**config.mk**
```make
export PLATFORM = sky130hd
export DESIGN_NAME = dir_input_debounce
export DESIGN_NICKNAME = d
export VERILOG_FILES = /design/src/rtl/dir_input_debounce_pkg.sv /design/src/rtl/dir_input_debounce_ch.sv /design/src/rtl/dir_input_debounce.sv
export SDC_FILE = /design/constraint.sdc
export NUM_CORES = 1
export LEC_CHECK = 0
export CORE_MARGIN = 1
export CORE_UTILIZATION = 45
export CTS_CLUSTER_DIAMETER = 200
export DETAILED_ROUTE_END_ITERATION = 8
export SYNTH_ARGS = -nofsm -noshare
export SYNTH_HDL_FRONTEND = slang
export SYNTH_HIERARCHICAL = 1
export SYNTH_SLANG_ARGS = --single-unit
```
**constraint.sdc**
```tcl
create_clock -name clk -period 2.5 [get_ports clk]
set_clock_uncertainty 0.2 [all_clocks]
set_input_delay 0.25 -clock clk [delete_from_list [all_inputs] [get_ports clk]]
set_output_delay 0.25 -clock clk [all_outputs]
set_load 0.02 [all_outputs]
```
**src/rtl/dir_input_debounce_pkg.sv**
```systemverilog
// Shared codes, button indices, FSM encoding and priority helpers for the
// direction-button front end.
package dir_input_debounce_pkg;

  // Direction codes presented on dir_code
  localparam logic [1:0] DIR_UP    = 2'd0;
  localparam logic [1:0] DIR_DOWN  = 2'd1;
  localparam logic [1:0] DIR_LEFT  = 2'd2;
  localparam logic [1:0] DIR_RIGHT = 2'd3;

  // Bit positions of each button in btn_raw / btn_state / pending
  localparam int BTN_UP    = 3;
  localparam int BTN_DOWN  = 2;
  localparam int BTN_LEFT  = 1;
  localparam int BTN_RIGHT = 0;

  // Output handshake FSM
  typedef enum logic {
    ST_IDLE  = 1'b0,
    ST_OFFER = 1'b1
  } fsm_state_t;

  // Highest-priority pending button (up > down > left > right) as a direction code
  function automatic logic [1:0] pick_code(input logic [3:0] pend);
    logic [1:0] code;
    if (pend[BTN_UP]) begin
      code = DIR_UP;
    end else if (pend[BTN_DOWN]) begin
      code = DIR_DOWN;
    end else if (pend[BTN_LEFT]) begin
      code = DIR_LEFT;
    end else begin
      code = DIR_RIGHT;
    end
    return code;
  endfunction

  // One-hot pending-bit mask belonging to a direction code
  function automatic logic [3:0] code_mask(input logic [1:0] code);
    logic [3:0] mask;
    case (code)
      DIR_UP:    mask = 4'b1000;
      DIR_DOWN:  mask = 4'b0100;
      DIR_LEFT:  mask = 4'b0010;
      DIR_RIGHT: mask = 4'b0001;
      default:   mask = 4'b0000;
    endcase
    return mask;
  endfunction

endpackage

```
**src/rtl/dir_input_debounce_ch.sv**
```systemverilog
// One button channel: two-flop synchroniser, tick-based debounce and
// auto-repeat. o_evt pulses for one clk on a debounced press or a repeat.
module btn_debounce_ch #(
  parameter int DEBOUNCE_MS = 20,
  parameter int REPEAT_MS   = 200,
  parameter int CNT_W       = 8
) (
  input  logic clk,
  input  logic rst_n,
  input  logic i_tick,
  input  logic i_raw,
  output logic o_state,
  output logic o_evt
);

  localparam logic [CNT_W-1:0] DEB_LAST = CNT_W'(DEBOUNCE_MS - 1);
  localparam logic [CNT_W-1:0] REP_LAST = CNT_W'(REPEAT_MS - 1);
  localparam logic [CNT_W-1:0] CNT_ONE  = CNT_W'(1);
  localparam logic [CNT_W-1:0] CNT_ZERO = CNT_W'(0);

  logic             r_sync1;
  logic             r_sync2;
  logic             r_state;
  logic [CNT_W-1:0] r_deb_cnt;
  logic [CNT_W-1:0] r_rep_cnt;

  logic             w_differ;
  logic             w_flip;
  logic             w_rise;
  logic             w_fall;
  logic             w_rep_hit;
  logic [CNT_W-1:0] w_deb_nxt;
  logic [CNT_W-1:0] w_rep_nxt;

  // Debounce/repeat decisions and next counter values; a flip happens on the
  // tick that would bring deb_cnt up to DEBOUNCE_MS, a repeat likewise.
  always_comb begin
    w_differ  = (r_sync2 != r_state);
    w_flip    = w_differ && i_tick && (r_deb_cnt == DEB_LAST);
    w_rise    = w_flip && !r_state;
    w_fall    = w_flip && r_state;
    w_rep_hit = r_state && !w_fall && i_tick && (r_rep_cnt == REP_LAST);

    if (!w_differ || w_flip) begin
      w_deb_nxt = CNT_ZERO;
    end else if (i_tick) begin
      w_deb_nxt = r_deb_cnt + CNT_ONE;
    end else begin
      w_deb_nxt = r_deb_cnt;
    end

    if (w_rise || w_fall || w_rep_hit) begin
      w_rep_nxt = CNT_ZERO;
    end else if (r_state && i_tick) begin
      w_rep_nxt = r_rep_cnt + CNT_ONE;
    end else begin
      w_rep_nxt = r_rep_cnt;
    end
  end

  // Synchroniser, debounced level and both counters
  always_ff @(posedge clk or negedge rst_n) begin
    if (!rst_n) begin
      r_sync1   <= 1'b0;
      r_sync2   <= 1'b0;
      r_state   <= 1'b0;
      r_deb_cnt <= CNT_ZERO;
      r_rep_cnt <= CNT_ZERO;
    end else begin
      r_sync1   <= i_raw;
      r_sync2   <= r_sync1;
      r_state   <= r_state ^ w_flip;
      r_deb_cnt <= w_deb_nxt;
      r_rep_cnt <= w_rep_nxt;
    end
  end

  assign o_state = r_state;
  assign o_evt   = w_rise | w_rep_hit;

endmodule

```
**src/rtl/dir_input_debounce.sv**
```systemverilog
// Direction-button front end: ms tick recovery, four debounce channels,
// coalescing pending bits and a valid/ready offer FSM.
module dir_input_debounce
  import dir_input_debounce_pkg::*;
#(
  parameter int DEBOUNCE_MS = 20,
  parameter int REPEAT_MS   = 200,
  parameter int CNT_W       = 8
) (
  input  logic       clk,
  input  logic       rst_n,
  input  logic       clk_1ms,
  input  logic [3:0] btn_raw,
  input  logic       dir_ready,
  output logic       dir_valid,
  output logic [1:0] dir_code,
  output logic [3:0] btn_state,
  output logic       tick_ms
);

  logic       r_ms_s1;
  logic       r_ms_s2;
  logic       r_ms_s3;
  logic       r_tick;
  logic [3:0] r_pending;
  fsm_state_t r_fsm;
  logic       r_valid;
  logic [1:0] r_code;

  logic [3:0] w_state;
  logic [3:0] w_evt;
  logic [3:0] w_clr;
  fsm_state_t w_fsm_nxt;
  logic       w_valid_nxt;
  logic [1:0] w_code_nxt;

  // Synchronise the ms toggle and turn each of its edges into a registered pulse
  always_ff @(posedge clk or negedge rst_n) begin
    if (!rst_n) begin
      r_ms_s1 <= 1'b0;
      r_ms_s2 <= 1'b0;
      r_ms_s3 <= 1'b0;
      r_tick  <= 1'b0;
    end else begin
      r_ms_s1 <= clk_1ms;
      r_ms_s2 <= r_ms_s1;
      r_ms_s3 <= r_ms_s2;
      r_tick  <= r_ms_s2 ^ r_ms_s3;
    end
  end

  for (genvar g = 0; g < 4; g++) begin : g_ch
    btn_debounce_ch #(
      .DEBOUNCE_MS (DEBOUNCE_MS),
      .REPEAT_MS   (REPEAT_MS),
      .CNT_W       (CNT_W)
    ) u_ch (
      .clk     (clk),
      .rst_n   (rst_n),
      .i_tick  (r_tick),
      .i_raw   (btn_raw[g]),
      .o_state (w_state[g]),
      .o_evt   (w_evt[g])
    );
  end

  // Next-state and next-output logic of the offer FSM
  always_comb begin
    w_fsm_nxt   = r_fsm;
    w_valid_nxt = r_valid;
    w_code_nxt  = r_code;
    w_clr       = 4'b0000;
    case (r_fsm)
      ST_IDLE: begin
        if (r_pending != 4'b0000) begin
          w_code_nxt  = pick_code(r_pending);
          w_clr       = code_mask(w_code_nxt);
          w_valid_nxt = 1'b1;
          w_fsm_nxt   = ST_OFFER;
        end else begin
          w_valid_nxt = 1'b0;
        end
      end
      ST_OFFER: begin
        if (dir_ready) begin
          w_valid_nxt = 1'b0;
          w_fsm_nxt   = ST_IDLE;
        end else begin
          w_valid_nxt = 1'b1;
        end
      end
      default: begin
        w_valid_nxt = 1'b0;
        w_fsm_nxt   = ST_IDLE;
      end
    endcase
  end

  // FSM state, registered handshake outputs and pending bits (a new event beats a same-cycle clear)
  always_ff @(posedge clk or negedge rst_n) begin
    if (!rst_n) begin
      r_fsm     <= ST_IDLE;
      r_valid   <= 1'b0;
      r_code    <= 2'd0;
      r_pending <= 4'b0000;
    end else begin
      r_fsm     <= w_fsm_nxt;
      r_valid   <= w_valid_nxt;
      r_code    <= w_code_nxt;
      r_pending <= (r_pending & ~w_clr) | w_evt;
    end
  end

  assign dir_valid = r_valid;
  assign dir_code  = r_code;
  assign btn_state = w_state;
  assign tick_ms   = r_tick;

endmodule

```
---- After elaboration in Yosys (flattened, before gate mapping) ----
Index checks and enable logic that the tools add are counted.
operators by class
  equality and inequality tests ........... 15
  add/sub/neg operators ................... 8
  magnitude comparators ................... 0
  bitwise logic cells ..................... 13
  reductions and logical operators ........ 67
  shift operators ......................... 0
  multipliers ............................. 0
  muxes and demuxes ....................... 27
  div/mod/pow operators ................... 0
operator list
  kind                                                                   number
  8-bit 2-to-1 mux                                                       16
  8-bit by 1-bit adder with 8-bit output, second input constant          8
  8-bit by 5-bit equality test with 1-bit output, second input constant  4
  8-bit equality test, second input constant                             4
  1-bit logical AND                                                      32
  4-bit case mux with 4 select lines                                     1
  2-bit nonzero test                                                     8
  1-bit zero test                                                        12
  1-bit logical OR                                                       12
  2-bit 2-to-1 mux                                                       4
  4-bit 2-to-1 mux                                                       2
  1-bit XOR                                                              5
  4-bit AND                                                              1
  2-bit equality test, second input constant                             2
  1-bit != test                                                          4
  4-bit NOT                                                              1
  1-bit OR                                                               4
  4-bit OR                                                               1
  4-bit nonzero test                                                     1
  1-bit 2-to-1 mux                                                       3
  2-bit by 1-bit equality test with 1-bit output, second input constant  1
  2-bit zero test                                                        1
  1-bit case mux with 2 select lines                                     1
  2-bit AND reduction                                                    1
  1-bit NOT                                                              1
word-level totals
  memory bits (read-only) ................. 0
  latch bits .............................. 0
  input bits .............................. 8
  logic and storage cells ................. 157
  output and inout port bits .............. 8
  RAM bits ................................ 0
  memories kept ........................... 0
  register bits ........................... 87

---- Logic depth before layout (Yosys ltp) ----
Gate-level depths: netlist of run 1.
  depth after elaboration ................. 12
  mapped depth ............................ 8
  gate-level depth less buffers ........... 8

---- By module ----
The synthesis of run 1 kept the hierarchy.
modules (own cells, without submodules)
  module              times used  seq. area each (µm²)  cells each  area an instance (µm²)
  btn_debounce_ch     4           475.5                 96          975.9
  dir_input_debounce  1           275.3                 31          402.9

---- Worst setup path after synthesis of run 1 ----
OpenSTA, ideal clock, no wires.
  path kind ............................... reg-to-reg
  from .................................... register g_ch[0].u_ch.r_deb_cnt[3]
  to ...................................... register g_ch[0].u_ch.r_rep_cnt[0]
  period minus slack after synthesis ...... 2.213 ns
  buffers on the path ..................... 0
  arrival time ............................ 1.863 ns
  data required time ...................... 2.150 ns
  setup time .............................. 0.150 ns
  cell stages (with the launch flop) ...... 8
  slack ................................... 0.287 ns
  path through ............................ dfrtp_1 > or4b_4 > nor4_1 > and2_1 > ha_1 > nor2_1 > o31ai_1 > nor2_1
between the ends
  cells in the longest elaborated chain, start to end .. 9
  elaborated cells between the ends (all ways) .. 12
  those cells by class .................... eq/ne (1); mux (1); reduce/logical (10)
ends and longest elaborated chain
  what                                                           RTL line                     text
  start: declaration                                             dir_input_debounce_ch.sv:24  logic [CNT_W-1:0] r_deb_cnt;
  start signal: assignment                                       dir_input_debounce_ch.sv:73  r_deb_cnt <= w_deb_nxt;
  8-bit by 5-bit equality test with 1-bit output *               dir_input_debounce_ch.sv:39  w_flip = w_differ && i_tick && (r_deb_cnt == DEB_LAST);
  1-bit logical AND *                                            dir_input_debounce_ch.sv:39
  1-bit logical AND                                              dir_input_debounce_ch.sv:41  w_fall = w_flip && r_state;
  1-bit zero test                                                dir_input_debounce_ch.sv:42  w_rep_hit = r_state && !w_fall && i_tick && (r_rep_cnt == REP_LAST);
  1-bit logical AND (3 in a row)                                 dir_input_debounce_ch.sv:42
  1-bit logical OR *                                             dir_input_debounce_ch.sv:52  if (w_rise || w_fall || w_rep_hit) begin
  8-bit 2-to-1 mux / 2-bit nonzero test (equally long branches)  n/a
  end signal: assignment                                         dir_input_debounce_ch.sv:74  r_rep_cnt <= w_rep_nxt;
  end: declaration                                               dir_input_debounce_ch.sv:25  logic [CNT_W-1:0] r_rep_cnt;
Mark *: on every way between the ends. The rest lies on a longest branch, timed or not.
A chain may end at the register's enable or synchronous reset.

---- Worst setup path in the final report of run 1 ----
  from .................................... register g_ch[0].u_ch.r_deb_cnt[5]
  to ...................................... register g_ch[0].u_ch.r_rep_cnt[7]
Same word-level chain as after synthesis.

==> results.md, run 1 <==
* Leak at 2.11 nW
* CP Max Fanout at 8
* Port Buf Inserts at 15
* Worst R2R Start: g_ch[0].u_ch/r_deb_cnt[5]
* Routed via count at 3137
* Post-DR wirelength/cell at 13.5 µm
* Clk sinks at 87
* Design area at a little under 0.005 mm²
* ANT nets after route at 0
* Setup slack, reg-to-reg at 0.13 ns
* Rows at 35
* Worst path required time at 2.53 ns
* Global route hottest layer: met2
* Global Route Usage Sum at 0.181
* RSZ-0062 raised after global routing: no
* Final min period at 2.37 ns
* Final GP Congestion at 0.750
* Worst min path class: in -> reg
* Final #Nets at 480
* Die X at 99.8 µm
* Max VDD drop at 0.000318 V
* Power Density at 540 mW/mm²
* Crit Reg-Reg Endpoint: g_ch[0].u_ch/r_rep_cnt[7]
* Number of synthesis warnings at 6
* Via density per instance at 5.37
* Sequential area share after synthesis at 0.506
* Endpoints failing setup at 0
* Fraction of layout cells with a size suffix above 1 at 0.101
* Max Transition Viols Final at 0
* DRC at 0
* Syn-to-layout area delta at 14.9%
* Iter 0 DRT Violations at 75
* Met2 usage at 0.297
* Number of global-route vias before repair at 3158
* Cell depth of the worst hold path at 1
* Initial antenna violation count at 0
* Die Y at 99.8 µm
* Mux cell area share after synthesis at 0.00930
* Sum Neg Setup Slack at 0 ns
* M1 GR Usage at 0.236
* Outcome: finished, final reports clean
* Slew margin rel. at 0.576
* Max Cap Viol at 0
* Kind of critical path: reg -> reg
* Net Count, Synth at 443
* Drt pass-1 iters at 4
* Post-CTS Setup Bufs at 0
* Post-Syn Area at 0.00431 mm²
* Tcrit/Tclk final at 0.947
* DP Area at about 0.0047 mm²
* Number of buffers created by CTS at 9
* DRT Wirelength at 7910 µm
* H-tree depth at 3
* Fin. Hold Viols at 0
* Most common cell after layout, fill and taps aside: dfrtp_1
* Fmax at 0.422 GHz
* Synth Area in Simple Gates at 0.202
* Mean Syn Cell Area at 10.4 µm²
* Worst Hold Path EP: g_ch[3].u_ch/r_sync1
* I/O pins at 16
* Adder-Cell Fraction of Synth Area at 0.0581
* Total grt overflow at 0
* Core ar. at 0.00924 mm²
* Starting Density at 0.466
* Root Buffer Master: clkbuf_8
* CP endpoint kind: register
* Antenna Cells at 0
* Clock Latency Late Sink at between 0.3 and 0.4 ns
* Most frequent cells in the layout: dfrtp_1, a21oi_1, nor2_1
* Largest family of logic cells by synthesized area: simple AND/OR/NAND/NOR gates
* Cells after synthesis at 415
* Post-DP HPWL at 5600 µm
* Synth Register Bits at 87
* CTS tree: built
* First-pass GRT wire length at 14300 µm
* Clk buf depth at 2
* Synth Area in Compound Gates at 0.139
* Pin count of the biggest net entering global routing at 46
* Hold Startpoint: btn_raw[3]
* DIE AREA at 0.00997 mm²
* GR Util met3 at 0.0299
* Worst setup SP type: register
* Synth unique cells at 32
* Worst reg2reg path depth at 8
* Clock-pin slew on the worst setup and hold paths at 0.09 ns
* Slew @ Worst Pin at 0.632 ns
* XOR/XNOR share of the synthesized area at 0.0590
* CP arrival at 2.40 ns
cell usage after synthesis (all sizes together):
| cell | number | area, µm² |
|---|---|---|
| nand2b | 1 | 6.26 |
| clkbuf | 4 | 15.0 |
| nand4 | 12 | 75.1 |
| inv | 18 | 67.6 |
| or4 | 12 | 90.1 |
| o31ai | 20 | 150 |
| dfrtp | 87 | 2180 |
| buf | 5 | 31.3 |
| o22a | 1 | 10.0 |
| ha | 20 | 250 |
| or4b | 4 | 55.1 |
| or3 | 21 | 136 |
| and2 | 4 | 25.0 |
| o22ai | 1 | 6.26 |
| o21bai | 1 | 7.51 |
| mux2i | 4 | 40.0 |
| nand4bb | 4 | 45.0 |
| o21ai | 21 | 105 |
| nand2 | 32 | 120 |
| nor4 | 4 | 25.0 |
| nand3 | 24 | 120 |
| xor2 | 25 | 219 |
| xnor2 | 4 | 35.0 |
| a21o | 2 | 15.0 |
| o41ai | 4 | 110 |
| nand3b | 4 | 30.0 |
| nor2 | 36 | 135 |
| a21oi | 39 | 195 |
| and3b | 1 | 8.76 |
critical path: stages (launching register included):
cell	delay [ns]
dfrtp_1	0.41
or4b_4	0.55
nor4_1	0.34
and2_1	0.21
ha_1	0.17
nor2_1	0.05
o31ai_1	0.06
buf_4	0.21
a21oi_1	0.05
timing repair:
item / in CTS / in global routing
setup endpoints to repair: 0 / 17
hold endpoints to repair: 42 / 0
hold buffers: 1 / 0
gates resized for setup: 0 / 4
state kept, by name, indices dropped and copies added (netlist names), 2 cells and up:
| signal | cells |
|---|---|
| g_ch.u_ch/r_rep_cnt | 32 |
| dir_code | 2 |
| g_ch.u_ch/o_state | 4 |
| r_pending | 4 |
| g_ch.u_ch/r_sync1 | 4 |
| g_ch.u_ch/r_sync2 | 4 |
| g_ch.u_ch/r_deb_cnt | 32 |
area by class of cell:
type	instances	area (µm²)
Tap cell	129	161
Clock buffer	10	128
Clock inverter	4	72.6
Timing Repair Buffer	35	300
Fill cell	838	4290
Inverter	18	67.6
Sequential cell	87	2180
Multi-Input combinational cell	301	2040
through the flow:
stage	std cells	util	total power (W)	worst slack [ns]	hold WS [ns]
2_1_floorplan	415	-	0.00159	0.287	-0.246
3_3_place_gp	569	0.510	0.00166	0.123	0.0850
3_5_place_dp	569	0.510	0.00167	0.0539	0.0987
4_1_cts	584	0.533	0.00272	0.0468	0.109
5_1_grt	584	0.535	0.00279	0.00233	0.127
6_report	584	0.535	0.00267	0.132	0.125
kinds of logic after synthesis:
logic type	count (synthesis)
fa+ha+maj	20
mux	4
xor+xnor	29
simple gates	159
flops	87
buf+inv	27
compound gates	89
worst max path at each step:
stage | cells past startpoint | from | slack (ns) | to
after floorplan | 7 | g_ch[0].u_ch/r_deb_cnt[3] | 0.29 | g_ch[0].u_ch/r_rep_cnt[0]
after global placement | 7 | g_ch[2].u_ch/r_deb_cnt[3] | 0.12 | g_ch[2].u_ch/r_rep_cnt[0]
after detailed placement | 7 | g_ch[2].u_ch/r_deb_cnt[3] | 0.05 | g_ch[2].u_ch/r_rep_cnt[0]
after CTS | 7 | g_ch[3].u_ch/r_deb_cnt[3] | 0.05 | g_ch[3].u_ch/r_rep_cnt[0]
after global routing | 8 | g_ch[0].u_ch/r_deb_cnt[5] | 0.002 | g_ch[0].u_ch/r_rep_cnt[5]
final | 8 | g_ch[0].u_ch/r_deb_cnt[5] | 0.13 | g_ch[0].u_ch/r_rep_cnt[7]
power by group:
| part | switching (W) | internal (W) |
|---|---|---|
| clock | 0.000481 | 0.000551 |
| combinational | 0.0000966 | 0.0000715 |
| sequential | 0.0000330 | 0.00144 |
| total | 0.000610 | 0.00206 |
layer usage:
metal | share of wire | up-vias
met4 | 0.017 | 0
met5 | 0 | -
met1 | 0.50 | 1531
met2 | 0.47 | 23
li1 | - | 1572
met3 | 0.013 | 11
(Power assumes the default switching activity.)
==> run 2, diff against run 1 <==
--- a/config.mk
+++ b/config.mk
@@ -5,6 +5,7 @@
 export SDC_FILE = /design/constraint.sdc
 export NUM_CORES = 1
 export LEC_CHECK = 0
+export CAP_MARGIN = 10
 export CORE_MARGIN = 1
 export CORE_UTILIZATION = 45
 export CTS_CLUSTER_DIAMETER = 200
==> results of run 2 <==
Same layout as run 1: the final DEF is identical, and so are final timing and power.
==> run 3, diff against run 2 <==
--- a/config.mk
+++ b/config.mk
@@ -7,9 +7,10 @@
 export LEC_CHECK = 0
 export CAP_MARGIN = 10
 export CORE_MARGIN = 1
-export CORE_UTILIZATION = 45
+export CORE_UTILIZATION = 50
 export CTS_CLUSTER_DIAMETER = 200
 export DETAILED_ROUTE_END_ITERATION = 8
+export PLACE_DENSITY = 0.67
 export SYNTH_ARGS = -nofsm -noshare
 export SYNTH_HDL_FRONTEND = slang
 export SYNTH_HIERARCHICAL = 1
==> constraint.sdc (replaced) <==
create_clock -name clk -period 2.3 [get_ports clk]
set_clock_uncertainty 0.2 [all_clocks]
set_input_delay 0.23 -clock clk [delete_from_list [all_inputs] [get_ports clk]]
set_output_delay 0.23 -clock clk [all_outputs]
set_load 0.1 [all_outputs]
==> run 3 against run 2 <==
Effect of this change:
- wire length increased by 0.39%
- core utilization increased by 6.8 points
- clock-buffer cell count unchanged
- die area decreased by 9.8%
- clock power increased by 7%
- via count increased by 0.29%
- worst hold slack got worse by 0.058 ns
- critical path type unchanged
- highest routed layer unchanged
==> results.md, run 3 (same netlist as run 1, synthesis figures left out) <==
* Pin count of the biggest net entering global routing at 71 (+54%)
* Antenna Cells at 0 (unchanged)
* Routed via count at 3146 (+0.29%)
* CP arrival at 2.24 ns (-0.16 ns)
* Final min period at 2.19 ns (-0.181 ns)
* Slew @ Worst Pin at 0.543 ns (-0.0888 ns)
* Clock Latency Late Sink at 0.36 ns (about the same)
* Final #Nets at 473 (-1.5%)
* Worst setup SP type: register
* Syn-to-layout area delta at 15.7%
* Max Cap Viol at 0 (unchanged)
* Sum Neg Setup Slack at 0 ns (unchanged)
* Via density per instance at 5.67 (+5.5%)
* Die X at 94.8 µm (-5.0%)
* CP endpoint kind: register
* Kind of critical path: reg -> reg
* ANT nets after route at 0 (unchanged)
* Final GP Congestion at 0.790 (+5.3%)
* Worst path required time at 2.35 ns (-0.18 ns)
* Outcome: finished, final reports clean
* DRC at 0 (unchanged)
* CP Max Fanout at 4 (-4)
* RSZ-0062 raised after global routing: no
* Port Buf Inserts at 15 (unchanged)
* Most frequent cells in the layout: dfrtp_1, a21oi_1, nor2_1
* Drt pass-1 iters at 4 (unchanged)
* I/O pins at 16 (unchanged)
* Worst min path class: in -> async
* Fmax at 0.457 GHz (+8.3%)
* H-tree depth at 3 (unchanged)
* CP max-delay cell: or4b_4
* Crit path buffers/inverters at 0 (-1)
* Power Density at 583 mW/mm² (+8.0%)
* Fin. Hold Viols at 0 (unchanged)
* Most common cell after layout, fill and taps aside: dfrtp_1
* Total grt overflow at 0 (unchanged)
* Max VDD drop at 0.000406 V (+28%)
* Number of global-route vias before repair at 3096 (-2.0%)
* Leak at 2.10 nW (-0.33%)
* Initial antenna violation count at 0 (unchanged)
* Crit-path leading delay family: simple AND/OR/NAND/NOR gates
* Fraction of layout cells with a size suffix above 1 at 0.138 (+0.0367)
* Die Y at 94.8 µm (-5.0%)
* First-pass GRT wire length at 13600 µm (-5.0%)
* Hold Slack at 0.0672 ns (-0.0577 ns)
* Clock-pin slew on the worst setup and hold paths at 0.10 ns (about the same)
* CP Cell Sequence: or4b_4 -> nor4_4 -> nand2_1 -> ha_1 -> nand3b_1 -> o31ai_1 -> nand2b_1
* Number of buffers created by CTS at 9 (unchanged)
* Tcrit/Tclk final at 0.951 (+0.00367)
* Global Route Usage Sum at 0.194 (+0.0126)
* Endpoints failing setup at 0 (unchanged)
* Core ar. at 0.00826 mm² (-11%)
* Starting Density at 0.522 (+0.0554)
* Iter 0 DRT Violations at 86 (+15%)
* Clk buf depth at 2 (unchanged)
* Post-DP HPWL at 5220 µm (-6.7%)
* Slew margin rel. at 0.636 (+0.0605)
* Regs by FF count: g_ch.u_ch/r_deb_cnt x32, g_ch.u_ch/r_rep_cnt x32
* Post-DR wirelength/cell at 14.3 µm (+5.6%)
* DRT Wirelength at 7940 µm (+0.39%)
* Clk sinks at 87 (unchanged)
* Max Transition Viols Final at 0 (unchanged)
* DIE AREA at 0.00899 mm² (-9.8%)
* Rows at 33 (-5.7%)
* Root Buffer Master: clkbuf_8
* Slowest Stage Delay on Critical Path at 0.55 ns (about the same)
* CTS tree: built
## run 3: cell count changes in the layout (fill, tap and decap cells not counted), moves of 2 or more
cell | before | now
o31ai_1 | 18 | 15
dfrtp_2 | 0 | 5
clkinv_4 | 0 | 2
clkdlybuf4s50_1 | 14 | 6
dfrtp_1 | 87 | 82
buf_12 | 0 | 2
o31ai_4 | 0 | 4
nor4_4 | 1 | 4
nor4_1 | 3 | 0
## run 3: stage by stage
stage | util | total power, W | area, µm² | worst slack (ns) | std cells
CTS | 0.590 | 0.00295 | 4880 | 0.00458 | 554
global placement | 0.563 | 0.00183 | 4650 | 0.0382 | 537
detailed placement | 0.563 | 0.00184 | 4650 | 0.0130 | 537
finish | 0.603 | 0.00290 | 4980 | 0.113 | 555
floorplan | - | 0.00175 | 4330 | 0.0699 | 415
global route | 0.603 | 0.00303 | 4980 | 0.00674 | 555
## run 3: worst register-to-register path, delay by kind of cell, from the launching register on
kind | cells | cell delay, ns
simple gates | 5 | 1.19
flops | 1 | 0.41
fa+ha+maj | 1 | 0.19
compound gates | 1 | 0.11
## run 3: path summary, 6_finish.rpt
kind,start,endpoint,slack (ns),cells after the start
min in group clk,btn_raw[1],g_ch[1].u_ch/r_sync1,0.09,1
hold reg to reg,g_ch[3].u_ch/r_sync1,g_ch[3].u_ch/r_sync2,0.15,0
hold / removal,rst_n,g_ch[1].u_ch/r_rep_cnt[6],0.07,2
setup / recovery,g_ch[0].u_ch/r_deb_cnt[5],r_pending[0],0.11,7
setup reg to reg,g_ch[0].u_ch/r_deb_cnt[5],r_pending[0],0.11,7
max in group asynchronous,rst_n,tick_ms,1.16,3
## run 3: power by group
group / internal, W / switching, W
combinational: 0.0000782 / 0.000123
sequential: 0.00156 / 0.0000401
clock: 0.000537 / 0.000563
## run 3: repair_timing
action                                 CTS  global route
gates resized for setup                  1            13
pin swaps                                0             4
hold buffers                             1             0
endpoints found under the hold margin   87             0
setup endpoints to repair                3            36
buffers inserted                         0             1
## run 3: layout make-up
| class | count | area [µm²] |
|---|---|---|
| Clock inverter | 6 | 68.8 |
| Tap cell | 105 | 131 |
| Clock buffer | 10 | 138 |
| Multi-Input combinational cell | 301 | 2140 |
| Sequential cell | 87 | 2180 |
| Timing Repair Buffer | 28 | 253 |
| Fill cell | 699 | 3280 |
| Inverter | 18 | 67.6 |
## run 3: metal layers
metal	global-route usage	routed length, µm
met5	0	0
met4	0.0682	141
met3	0.0411	190
met2	0.333	3890
met1	0.240	3720
